**src/rtl/menu_sched_pkg.sv**
```systemverilog
// Shared constants for the menu controller:
// FSM encodings, key indices and debounce default.
package menu_sched_pkg;

    localparam logic [1:0] ST_MENU = 2'd0;
    localparam logic [1:0] ST_RUN  = 2'd1;
    localparam logic [1:0] ST_EXIT = 2'd2;

    localparam int KEY_NEXT  = 0;
    localparam int KEY_PREV  = 1;
    localparam int KEY_ENTER = 2;
    localparam int KEY_EXIT  = 3;

    localparam int DEB_CYCLES_DEF = 500000;

endpackage

```
**src/rtl/key_debounce.sv**
```systemverilog
// One front-panel key: 2-FF sync, stable-count
// debounce and a 1-cycle press pulse.
import menu_sched_pkg::*;

module key_debounce #(
    parameter int DEB_CYCLES = DEB_CYCLES_DEF
) (
    input  logic clk,
    input  logic rst,
    input  logic key_n,
    output logic level,
    output logic press
);

    localparam int CW = $clog2(DEB_CYCLES + 1);

    logic          s1;
    logic          s2;
    logic [CW-1:0] cnt;

    // Synchronise the inverted (active-high) key.
    always_ff @(posedge clk) begin
        if (rst) begin
            s1 <= 1'b0;
            s2 <= 1'b0;
        end else begin
            s1 <= ~key_n;
            s2 <= s1;
        end
    end

    // Accept a new level after DEB_CYCLES differing samples.
    always_ff @(posedge clk) begin
        if (rst) begin
            level <= 1'b0;
            cnt   <= '0;
            press <= 1'b0;
        end else begin
            press <= 1'b0;
            if (s2 == level) begin
                cnt <= '0;
            end else if (cnt == CW'(DEB_CYCLES - 1)) begin
                level <= s2;
                cnt   <= '0;
                press <= s2;
            end else begin
                cnt <= cnt + 1'b1;
            end
        end
    end

endmodule

```
**src/rtl/menu_sched.sv**
```systemverilog
// Menu FSM, selection register and led/en_sub
// arbitration between the menu and sub-modules.
import menu_sched_pkg::*;

module menu_sched #(
    parameter int N_SUB      = 8,
    parameter int LED_W      = 8,
    parameter int DEB_CYCLES = DEB_CYCLES_DEF,
    localparam int SW        = $clog2(N_SUB)
) (
    input  logic                   clk,
    input  logic                   rst,
    input  logic [6:0]             keys,
    input  logic [N_SUB-1:0]       en_back,
    input  logic [N_SUB*LED_W-1:0] sub_led,
    output logic [N_SUB-1:0]       en_sub,
    output logic [LED_W-1:0]       led,
    output logic [SW-1:0]          cur_sel
);

    localparam logic [SW-1:0]    SEL_MAX = SW'(N_SUB - 1);
    localparam logic [N_SUB-1:0] SUB_ONE = N_SUB'(1);
    localparam logic [LED_W-1:0] LED_ONE = LED_W'(1);

    logic [3:0]       press;
    logic [3:0]       unused_level;
    logic             unused_keys;
    logic [1:0]       state;
    logic [1:0]       state_nxt;
    logic [SW-1:0]    sel_nxt;
    logic [LED_W-1:0] sel_led;
    logic             back_sel;
    logic             go_next;
    logic             go_prev;

    assign unused_keys = ^keys[6:4];

    for (genvar g = 0; g < 4; g++) begin : g_deb
        key_debounce #(
            .DEB_CYCLES(DEB_CYCLES)
        ) u_deb (
            .clk  (clk),
            .rst  (rst),
            .key_n(keys[g]),
            .level(unused_level[g]),
            .press(press[g])
        );
    end

    assign sel_led  = sub_led[int'(cur_sel)*LED_W +: LED_W];
    assign back_sel = en_back[cur_sel];
    assign go_next  = press[KEY_NEXT] & ~press[KEY_PREV];
    assign go_prev  = press[KEY_PREV] & ~press[KEY_NEXT];

    // Next state and selection; cur_sel wraps modulo N_SUB.
    always_comb begin
        state_nxt = state;
        sel_nxt   = cur_sel;
        unique case (state)
            ST_MENU: begin
                if (press[KEY_ENTER]) begin
                    state_nxt = ST_RUN;
                end else if (go_next) begin
                    sel_nxt = (cur_sel == SEL_MAX) ? '0 : cur_sel + 1'b1;
                end else if (go_prev) begin
                    sel_nxt = (cur_sel == '0) ? SEL_MAX : cur_sel - 1'b1;
                end
            end
            ST_RUN: begin
                if (back_sel || press[KEY_EXIT]) begin
                    state_nxt = ST_EXIT;
                end
            end
            ST_EXIT: begin
                if (!back_sel) begin
                    state_nxt = ST_MENU;
                end
            end
            default: state_nxt = ST_MENU;
        endcase
    end

    // State and selection registers.
    always_ff @(posedge clk) begin
        if (rst) begin
            state   <= ST_MENU;
            cur_sel <= '0;
        end else begin
            state   <= state_nxt;
            cur_sel <= sel_nxt;
        end
    end

    // Registered outputs: en_sub follows the entered state, led the held one.
    always_ff @(posedge clk) begin
        if (rst) begin
            en_sub <= '0;
            led    <= LED_ONE;
        end else begin
            en_sub <= (state_nxt == ST_RUN) ? (SUB_ONE << sel_nxt) : '0;
            led    <= (state == ST_RUN) ? sel_led : (LED_ONE << cur_sel);
        end
    end

endmodule

```
**config.mk**
```make
export PLATFORM = sky130hd
export DESIGN_NAME = menu_sched
export DESIGN_NICKNAME = d
export VERILOG_FILES = /design/src/rtl/menu_sched_pkg.sv /design/src/rtl/key_debounce.sv /design/src/rtl/menu_sched.sv
export SDC_FILE = /design/constraint.sdc
export NUM_CORES = 1
export LEC_CHECK = 0
export BUFFER_PORTS_ARGS = -buffer_cell sky130_fd_sc_hd__buf_2
export CAP_MARGIN = 25
export CORE_AREA = 2 2 84 127
export CTS_CLUSTER_SIZE = 24
export DETAILED_ROUTE_END_ITERATION = 10
export DIE_AREA = 0 0 86 129
export GPL_ROUTABILITY_DRIVEN = 0
export PLACE_DENSITY = 0.89
export SETUP_SLACK_MARGIN = 0.1
export SYNTH_ARGS = -nofsm -noshare
export SYNTH_HDL_FRONTEND = slang
export SYNTH_SLANG_ARGS = --single-unit
```
**constraint.sdc**
```tcl
create_clock -name clk -period 2.28 [get_ports clk]
set_input_delay 0.342 -clock clk [delete_from_list [all_inputs] [get_ports clk]]
set_output_delay 0.342 -clock clk [all_outputs]
set_load 0.005 [all_outputs]
```
Word level (Yosys, flattened, before mapping)
Cells that the tools add are included.
Word-level totals
  input bits: 81
  bits in latches: 0
  memories kept: 0
  ROM bits: 0
  output and inout port bits: 19
  logic and storage cells: 92
  register bits: 113
  memory bits (writable): 0
Operators by class
  reductions and logical operators: 16
  mux-type cells: 13
  $mul: 0
  $add $sub $neg: 6
  order comparisons: 1
  divide/modulo/power cells: 0
  equality and inequality tests: 12
  bitwise logic cells: 17
  shift operators: 3
Operator list (number)
  adder 19 x 1 -> 19 bit (second input constant): 4
  == test 19 bit (second input constant): 4
  variable part select 64 x 7 -> 8 bit: 1
  OR reduction 3 bit: 8
  two-way mux 3 bit: 6
  << shifter 1 x 3 -> 8 bit (first input constant): 2
  inverter 1 bit: 15
  two-way mux 8 bit: 1
  AND reduction 2 bit: 4
  two-way mux 2 bit: 3
  one-hot mux 2 bit (3 select lines): 1
  == test 1 bit: 4
  == test 2 x 1 -> 1 bit (second input constant): 2
  less-than comparator 3 x 4 -> 1 bit (second input constant): 1
  adder 3 x 1 -> 3 bit (second input constant): 1
  binary-select mux 1 bit (select 3 bit): 1
  == test 3 bit (second input constant): 1
  zero test 3 bit: 1
  subtractor 3 x 1 -> 3 bit (second input constant): 1
  AND 1 bit: 2
  == test 2 bit (second input constant): 1
  zero test 2 bit: 1
  OR reduction 2 bit: 1
  logical OR 1 bit: 1
  two-way mux 1 bit: 1

Logic depth before layout (Yosys ltp)
Gate-level depths: netlist of run 1.
  depth after elaboration: 8
  mapped depth: 9
  depth with buffers taken out: 6

By module
Synthesis of run 1 repeated with hierarchy kept, for this count alone.
Unflattened totals
  cell total of the unflattened synthesis: 583
  area, all modules: 5610.4 sq um
Modules (own cells, without submodules)
  key_debounce (g_deb[0].u_deb ...): sequential area each 460.4 sq um, area an instance 1031.0 sq um, cells each 108, instances 3
  menu_sched: sequential area each 420.4 sq um, area an instance 1516.5 sq um, cells each 145, instances 1
  key_debounce (g_deb[2].u_deb): sequential area each 460.4 sq um, area an instance 1001.0 sq um, cells each 114, instances 1

Worst setup path before layout of run 1
No wires, ideal clock.
  path type: register to register
  from: reg cur_sel[0]
  to: reg en_sub[0]
  slack: 0.122 ns
  path buffers: 3
  data arrival time: 2.066 ns
  library setup time: 0.092 ns
  data required time: 2.188 ns
  cell stages (with the launch flop): 10
  period minus slack after synthesis: 2.158 ns
  cells stage by stage: dfxtp_1 > buf_2 > buf_4 > buf_4 > inv_1 > ha_1 > nor2b_1 > o211ai_1 > nand4_1 > nor4_1
On the way
  word-level cells in the longest chain between the ends: 8
  elaborated cells on any way between the ends: 20
  those cells by class: 2 x add/sub; 2 x eq/ne; 1 x shift; 11 x mux; 1 x bitwise; 3 x reduce/logical
Ends and longest elaborated chain
  start, declared: RTL line menu_sched.sv:18  | output logic [SW-1:0] cur_sel
  start signal, assigned: RTL line menu_sched.sv:90  | cur_sel <= sel_nxt;
  binary-select mux 1 bit (select 3 bit): RTL line menu_sched.sv:51  | assign back_sel = en_back[cur_sel];
  two-way mux 1 bit (not written as such): RTL line menu_sched.sv:51
  logical OR 1 bit: RTL line menu_sched.sv:70  | if (back_sel || press[KEY_EXIT]) begin
  two-way mux 2 bit: RTL line menu_sched.sv:70
  one-hot mux 2 bit (3 select lines): RTL line menu_sched.sv:59  | unique case (state)
  == test 2 x 1 -> 1 bit: RTL line menu_sched.sv:100  | en_sub <= (state_nxt == ST_RUN) ? (SUB_ONE << sel_nxt) : '0;
  inverter 1 bit (no line)
  OR reduction 2 bit (no line)
  end signal, assigned: RTL line menu_sched.sv:100
  end, declared: RTL line menu_sched.sv:16  | output logic [N_SUB-1:0] en_sub,
Parallel ways exist; a longest one is shown, timed or not. The select of a mux whose other input is x is not followed.
A chain may end at the register's enable or synchronous reset.

Final worst setup path of run 1
  from: reg cur_sel[0]
  to: reg en_sub[6]
The elaborated chain is that of the path after synthesis.

==> results of run 1 <==
==> cells by family (layout without fill, tap and decap cells) <==
| family | after synthesis | in the layout | share of synthesized area, % |
|---|---|---|---|
| flip-flops | 113 | 113 | 41.25 |
| XOR/XNOR | 53 | 53 | 8.464 |
| adder cells (fa/ha/maj) | 11 | 11 | 2.510 |
| other | 0 | 1 | 0 |
| AO/OA/AOI/OAI | 82 | 82 | 9.469 |
| multiplexers | 20 | 20 | 7.301 |
| buffers and inverters | 42 | 155 | 3.285 |
| AND/OR/NAND/NOR | 283 | 283 | 27.72 |
==> placed cells by master (no fill, tap or decap), drive strengths merged, types with 3 or more instances in the layout <==
master and n:
dfxtp 113, buf 107, nor2 75, nand2 38, xnor2 35, nand3 33, a21oi 29, nor4 24
nand4 24, clkbuf 22, o21ai 21, xor2 18, inv 16, mux4 16, or3 15, and3 13
ha 11, or4 10, o31ai 9, nor2b 8, nor3 8, and4 8, a311oi 7, nor4b 6
bufinv 6, or2 6, nand2b 5, mux2i 4, nor3b 3, clkinv 3
==> power by group through the flow <==
stage	combinational (uW)	clock, uW	sequential [uW]
floorplan	56.3	0	2030
global placement	131	0	2030
detailed placement	136	0	2030
CTS	138	3080	1990
global route	149	3180	1990
finish	139	3050	1990
==> Yosys cell counts, types with 8 or more instances <==
| master | n |
|---|---|
| nor3_1 | 8 |
| xnor2_1 | 35 |
| xor2_1 | 18 |
| inv_1 | 16 |
| dfxtp_1 | 113 |
| or4_1 | 10 |
| nor4_1 | 24 |
| nand4_1 | 23 |
| a21oi_1 | 29 |
| buf_2 | 12 |
| o31ai_1 | 9 |
| nand2_1 | 38 |
| nand3_1 | 32 |
| nor2b_1 | 8 |
| o21ai_0 | 17 |
| clkbuf_1 | 11 |
| mux4_2 | 16 |
| ha_1 | 11 |
| or3_1 | 15 |
| nor2_1 | 75 |
| and3_1 | 13 |
==> sequential cells by signal (all words and copies together) (netlist names), 3 cells and up <==
signal	cells
g_deb.u_deb.s1	4
g_deb.u_deb.press	4
en_sub	8
g_deb.u_deb.cnt	76
led	8
cur_sel	3
g_deb.u_deb.level	4
g_deb.u_deb.s2	4
==> final timing paths <==
path,from,to,cells past startpoint
worst max-delay path,cur_sel[0]$_SDFF_PP0_,en_sub[6]$_SDFF_PP0_,5
worst min-delay path,keys[1],g_deb[1].u_deb.s1$_SDFF_PP0_,2
worst max register to register,cur_sel[0]$_SDFF_PP0_,en_sub[6]$_SDFF_PP0_,5
worst min register to register,g_deb[0].u_deb.cnt[0]$_SDFF_PP0_,g_deb[0].u_deb.cnt[0]$_SDFF_PP0_,1
==> metrics by stage <==
| step | instance area [um2] | hold slack [ns] | cells | worst slack (ns) |
|---|---|---|---|---|
| after floorplan | 5484 | 0.4087 | 604 | 0.1216 |
| after global placement | 6073 | 0.4213 | 802 | 0.3953 |
| after detailed placement | 6073 | 0.4252 | 802 | 0.2647 |
| after CTS | 6760 | 0.06645 | 834 | 0.2410 |
| after global routing | 6760 | 0.06508 | 834 | 0.1285 |
| final | 6763 | 0.07982 | 835 | 0.2733 |
==> cell type report <==
class | count | area share [%]
Sequential cell | 113 | 33.45
Inverter | 16 | 0.8881
Clock inverter | 10 | 2.997
Multi-Input combinational cell | 449 | 44.98
Tap cell | 117 | 2.165
Clock buffer | 22 | 7.160
Timing Repair Buffer | 107 | 8.326
Antenna cell | 1 | 0.03700
==> metal layers <==
| metal | vias to the layer above | global-route usage, % | routed length [um] |
|---|---|---|---|
| met3 | 32 | 8.403 | 946 |
| met4 | 0 | 11.39 | 357 |
| met1 | 2421 | 23.38 | 4872 |
| met2 | 213 | 47.93 | 7462 |
| li1 | 2415 | - | - |
| met5 | - | 0 | 0 |
==> worst max-delay path, cell delays in order, from the launching register on <==
cell and delay, ns:
dfxtp_1 0.37, buf_4 0.39, mux2i_1 0.28, nand3_1 0.17
and4_1 0.29, nor4_1 0.38
==> metrics.md, run 1 <==
| Metric | Value |
|---|---|
| First-pass DRT Iterations | `6` |
| RSZ-0062 raised after global routing | `no` |
| TritonCTS clock tree | `done` |
| DIE WIDTH | `roughly 86 um` |
| Setup Viol. Count Final | `0` |
| Synth top area share | `roughly two fifths` |
| Vias | `slightly above 5k` |
| Primary FF master, synth | `dfxtp_1` |
| Layout cell share with drive strength beyond 1 | `roughly a quarter` |
| Post-CTS Repair Setup Buffers | `0` |
| Rows | `45` |
| Crit-path max FO | `24` |
| Post-synth EDFFs | `0` |
| Outcome | `finished, final reports clean` |
| Post-DRT Antenna Nets | `0` |
| Mapped Nets | `696` |
| Worst Setup Start Kind | `flop` |
| Synth Register Bits | `around 110` |
| Largest net degree at the start of global routing | `25` |
| Switching power | `between 900 and 1000 uW` |
| Leak | `about 0.0024 uW` |
| Avg Inst Size Synth | `around 9 um2` |
| Layout fillers | `a little over 700` |
| Sw Ratio | `a little under a fifth` |
| First-pass GRT wire length | `between 20000 and 25000 um` |
| Nets | `just under 800` |
| Hold Path Class | `input port to flop` |
| Crit path required time | `approximately 2.6 ns` |
| Vias in the first global route | `4988` |
| Area Overhead vs Synth | `23.32%` |
| Reg-to-reg slack, setup | `roughly 0.27 ns` |
| Final Hold Violating Endpoints | `0` |
| Num CTS Buffers | `17` |
| Share of power burned in registers | `around two fifths` |
| FF/Latch Area | `0.002262 mm2` |
| Area occupied by multi-input gates | `between 0.003 and 0.004 mm2` |
| Int Power | `4223 uW` |
| 1st-iter DRT viols | `between 200 and 300` |
| Final setup TNS | `0 ns` |
| Netlist cell types | `55` |
| Max Slew Vio Count | `0` |
| Max-slew headroom | `62.46%` |
| Fin Clk Skew | `roughly 0.0057 ns` |
| Total congestion overflow | `0` |
| Maximum VDD drop | `roughly 0.7 mV` |
| Final wirelength | `approximately 14000 um` |
| Fmax | `498.3 MHz` |
| Die area | `0.01109 mm2` |
| Top cells by area, synth | `dfxtp_1, mux4_2, xnor2_1` |
| CTS sink count | `around 110` |
| Clock Tree Buf Depth | `2` |
| Routed wire per std cell | `around 16 um` |
| Sequential fraction of the synthesis area | `about 41%` |
| Worst Tran Pin Value | `0.5588 ns` |
| Yosys warns | `0` |
| Post-synth top area cell | `dfxtp_1` |
| Initial Util | `a little under three fifths` |
| Cell Pwr Density | `between 700 and 800 mW/mm2` |
| Die Y | `129 um` |
| Gate power share | `~2.7%` |
| Fin crit share | `between 80% and 90%` |
| GR Util All Layers | `25.04%` |
| Core ar. | `approximately 0.010 mm2` |
| Clock Latency Late Sink | `~0.41 ns` |
| Post-Synthesis Cells | `604` |
| Hold_buf cts | `0` |
| Port bufs | `96` |
| Max cap viols | `0` |
| Initial antenna violation count | `1` |
| CP Capture Type | `flop` |
| Reg clk slew, reported paths | `0.05 ns` |
| Via density | `between 6 and 7` |
| Total power | `a little over 5000 uW` |
| DRC | `0` |
| Finished Core Util | `approximately 68%` |
| Detail Placement HPWL | `between 9000 and 10000 um` |
| Synthesized area | `0.005484 mm2` |
| CTS root buffer | `clkbuf_16` |
| # resized after CTS | `0` |
| Part of the power in the clock network | `58.9%` |
| Critical path class | `flop to flop` |
| # IOs | `100` |
| Crit path time final | `~2 ns` |
| Crit path DAT | `between 2 and 2.5 ns` |
| FFs w/ async S/R, synth | `0%` |
| H-tree depth | `4` |
(Power assumes the default switching activity.)
==> inputs of run 2 (changes only) <==
--- a/config.mk
+++ b/config.mk
@@ -5,12 +5,13 @@
 export SDC_FILE = /design/constraint.sdc
 export NUM_CORES = 1
 export LEC_CHECK = 0
+export ABC_AREA = 1
 export BUFFER_PORTS_ARGS = -buffer_cell sky130_fd_sc_hd__buf_2
 export CAP_MARGIN = 25
-export CORE_AREA = 2 2 84 127
+export CORE_AREA = 2 2 87 130
 export CTS_CLUSTER_SIZE = 24
 export DETAILED_ROUTE_END_ITERATION = 10
-export DIE_AREA = 0 0 86 129
+export DIE_AREA = 0 0 89 132
 export GPL_ROUTABILITY_DRIVEN = 0
 export PLACE_DENSITY = 0.89
 export SETUP_SLACK_MARGIN = 0.1
==> run 2 against run 1 <==
Final cell count increased by 28%. Highest routed layer unchanged. Largest power group unchanged. Critical endpoint is now g_deb[3].u_deb.cnt[16]$_SDFF_PP0_. First-iteration DRC count up 30%. Combinational power is 10% lower. Worst setup slack improved by 0.17 ns. Via count up 13%.
==> metrics.md, run 2 <==
| Metric | Value |
|---|---|
| Die area | `0.01175 mm2 (+5.9%)` |
| Post-synth EDFFs | `0 (unchanged)` |
| Crit-path max FO | `18 (-25%)` |
| Crit path required time | `2.59 ns (+0.02 ns)` |
| Hold Path Class | `input port to flop` |
| Max reg flops | `76 (unchanged)` |
| Detail Placement HPWL | `9722 um (+2.9%)` |
| Mapped Nets | `907 (+30%)` |
| RSZ-0062 raised after global routing | `no` |
| DRC | `0 (unchanged)` |
| Yosys warns | `0 (unchanged)` |
| CTS sink count | `113 (unchanged)` |
| DIE WIDTH | `89 um (+3.5%)` |
| Clock Latency Late Sink | `0.42 ns (about the same)` |
| Most common cell after layout, fill and taps aside | `nor2_1` |
| Synth top cells by count | `nor2_1, nand2_1, dfxtp_1` |
| ANT cells | `0 (-1)` |
| Netlist cell types | `45 (-18%)` |
| Reg2reg end | `g_deb[3].u_deb.cnt[16]$_SDFF_PP0_` |
| Synthesized area | `0.005921 mm2 (+8.0%)` |
| Total power | `4717 uW (-9.0%)` |
| Cell Pwr Density | `666.1 mW/mm2 (-13%)` |
| Vias in the first global route | `5656 (+13%)` |
| Top cells by area, synth | `dfxtp_1, nor2_1, nand2_1` |
| Leak | `0.002841 uW (+20%)` |
| Final wirelength | `14320 um (+5.0%)` |
| Rows | `46 (+2.2%)` |
| FFs w/ async S/R, synth | `0% (unchanged)` |
| Non-Filler Instances | `1072 (+28%)` |
| Post-Synthesis Cells | `815 (+35%)` |
| Crit path DAT | `2.15 ns (-0.15 ns)` |
| First-pass GRT wire length | `23520 um (+6.2%)` |
| Sequential fraction of the synthesis area | `38.21% (-3.0 points)` |
| Area after DPL | `0.006496 mm2 (+7.0%)` |
| Routed wire per std cell | `13.36 um (-18%)` |
| Layout cell share with drive strength beyond 1 | `21.23% (-2.1 points)` |
| Biggest register | `g_deb.u_deb.cnt` |
| Final Hold Violating Endpoints | `0 (unchanged)` |
| Reg clk slew, reported paths | `0.05 ns (about the same)` |
| Largest net degree at the start of global routing | `39 (+56%)` |
| Worst Setup EP | `g_deb[3].u_deb.cnt[16]$_SDFF_PP0_` |
| Crit path from | `g_deb[3].u_deb.cnt[0]$_SDFF_PP0_` |
| Placed Cells | `1041 (+30%)` |
| Num CTS Buffers | `17 (unchanged)` |
| Clock Tree Buf Depth | `2 (unchanged)` |
| First-pass DRT Iterations | `7 (+1)` |
| Hold_buf cts | `0 (unchanged)` |
| Design Area, Final | `0.007081 mm2 (+4.7%)` |
| CP Capture Type | `flop` |
| Post-synth top area cell | `dfxtp_1` |
| Post-DRT Antenna Nets | `0 (unchanged)` |
| TritonCTS clock tree | `done` |
| Most common cell in the synthesized netlist | `nor2_1` |
| Initial Util | `55.91% (+0.88 points)` |
| Worst Tran Pin Value | `0.5151 ns (-0.04376 ns)` |
| Outcome | `finished, final reports clean` |
| Max-slew headroom | `65.30% (+2.8 points)` |
| Via density | `5.366 (-12%)` |
| Primary FF master, synth | `dfxtp_1` |
| Synth top area share | `38.21% (-3.0 points)` |
| GR Util All Layers | `24.82% (-0.22 points)` |
| Port bufs | `96 (unchanged)` |
| Max cap viols | `0 (unchanged)` |
| Area Overhead vs Synth | `19.59%` |
| Worst Setup Start Kind | `flop` |
| Vias | `5752 (+13%)` |
| CTS root buffer | `clkbuf_16` |
| Reg-to-reg slack, setup | `0.44 ns (+0.17 ns)` |
| Top Registers | `g_deb.u_deb.cnt (76), en_sub (8), led (8)` |
| Core ar. | `0.01059 mm2 (+6.3%)` |
| Crit path time final | `1.837 ns (-0.1693 ns)` |
| Min-delay src | `keys[2]` |
| Most frequent cells in the layout | `nor2_1, nand2_1, dfxtp_1` |
| H-tree depth | `4 (unchanged)` |
| Synth Register Bits | `113 (unchanged)` |
| Max Slew Vio Count | `0 (unchanged)` |
| # resized after CTS | `0 (unchanged)` |
| Setup Viol. Count Final | `0 (unchanged)` |
| Die Y | `132 um (+2.3%)` |
| 1st-iter DRT viols | `368 (+30%)` |
| Final setup TNS | `0 ns (unchanged)` |
| Fmax | `544.3 MHz (+9.2%)` |
| Avg Inst Size Synth | `7.265 um2 (-20%)` |
| Fin crit share | `80.59% (-7.4 points)` |
| Post-CTS Repair Setup Buffers | `0 (unchanged)` |
| Initial antenna violation count | `0 (-1)` |
| Fin Clk Skew | `0.009217 ns (+0.003504 ns)` |
| Worst r2r path cells | `8 (+3)` |
| RR Startpoint | `g_deb[3].u_deb.cnt[0]$_SDFF_PP0_` |
| Maximum VDD drop | `0.6095 mV (-13%)` |
| Finished Core Util | `66.86% (-1.0 points)` |
| Nets | `1008 (+27%)` |
| # IOs | `100 (unchanged)` |
| Critical path class | `flop to flop` |
| Total congestion overflow | `0 (unchanged)` |
run 2: changes by cell type in the layout (fill, tap and decap cells not counted), moves of 12 or more:
cell,change
nand3_2,+13
nor4_1,-19
xnor2_1,-29
and3_1,-12
o21ai_0,+27
or3_1,-15
nor2_2,+15
a21oi_1,+14
mux4_2,-16
nand2_1,+90
inv_1,+80
nand3_1,+17
nor2_1,+60
run 2: critical path, stage by stage (launching register included):
cell	delay (ns)
dfxtp_1	0.45
ha_1	0.26
nand2_2	0.08
nor2_1	0.24
nand3_2	0.16
nand3_2	0.32
inv_1	0.11
nand2_1	0.08
inv_1	0.04
run 2: routing by layer:
layer / GRT usage [%] / vias to the layer above / wire, um
li1: - / 2865 / -
met4: 13.52 / 0 / 484
met1: 23.64 / 2634 / 5203
met5: 0 / - / 0
met3: 5.197 / 50 / 745
met2: 46.97 / 203 / 7891
run 2: worst min path at each step:
stage,end,cells past startpoint
after floorplan,g_deb[0].u_deb.s2$_SDFF_PP0_,2
after global placement,g_deb[2].u_deb.s2$_SDFF_PP0_,2
after detailed placement,g_deb[0].u_deb.s2$_SDFF_PP0_,2
after CTS,g_deb[0].u_deb.s1$_SDFF_PP0_,2
after global routing,g_deb[0].u_deb.s1$_SDFF_PP0_,2
final,g_deb[2].u_deb.s1$_SDFF_PP0_,2
run 2: report_power, final:
group	switching, uW	internal, uW
clock	861	1740
sequential	6.27	1990
combinational	60.0	64.7
total	927	3790
run 2: cells by family (layout without fill, tap and decap cells):
| kind of cell | count (synthesis) | count (layout) | share of synthesized area, % |
|---|---|---|---|
| flops | 113 | 113 | 38.21 |
| simple gates | 425 | 425 | 35.50 |
| fa+ha+maj | 11 | 11 | 2.325 |
| compound gates | 112 | 112 | 10.76 |
| buf+inv | 125 | 238 | 8.918 |
| xor+xnor | 29 | 29 | 4.290 |
run 2: layout make-up:
class | count | area [um2]
inverter | 104 | 390.4
clock buffer | 26 | 509.2
tap | 144 | 180.2
clock inverter | 5 | 75.07
fill | 877 | 3510
multi-input combinational | 577 | 3131
timing repair buffer | 103 | 533.0
sequential | 113 | 2262
run 2: through the flow:
stage,hold slack [ns],worst slack (ns)
finish,0.07449,0.4426
global route,0.08168,0.2686
CTS,0.07220,0.4181
detailed placement,0.3937,0.4869
global placement,0.3913,0.5771
floorplan,0.3883,0.5419
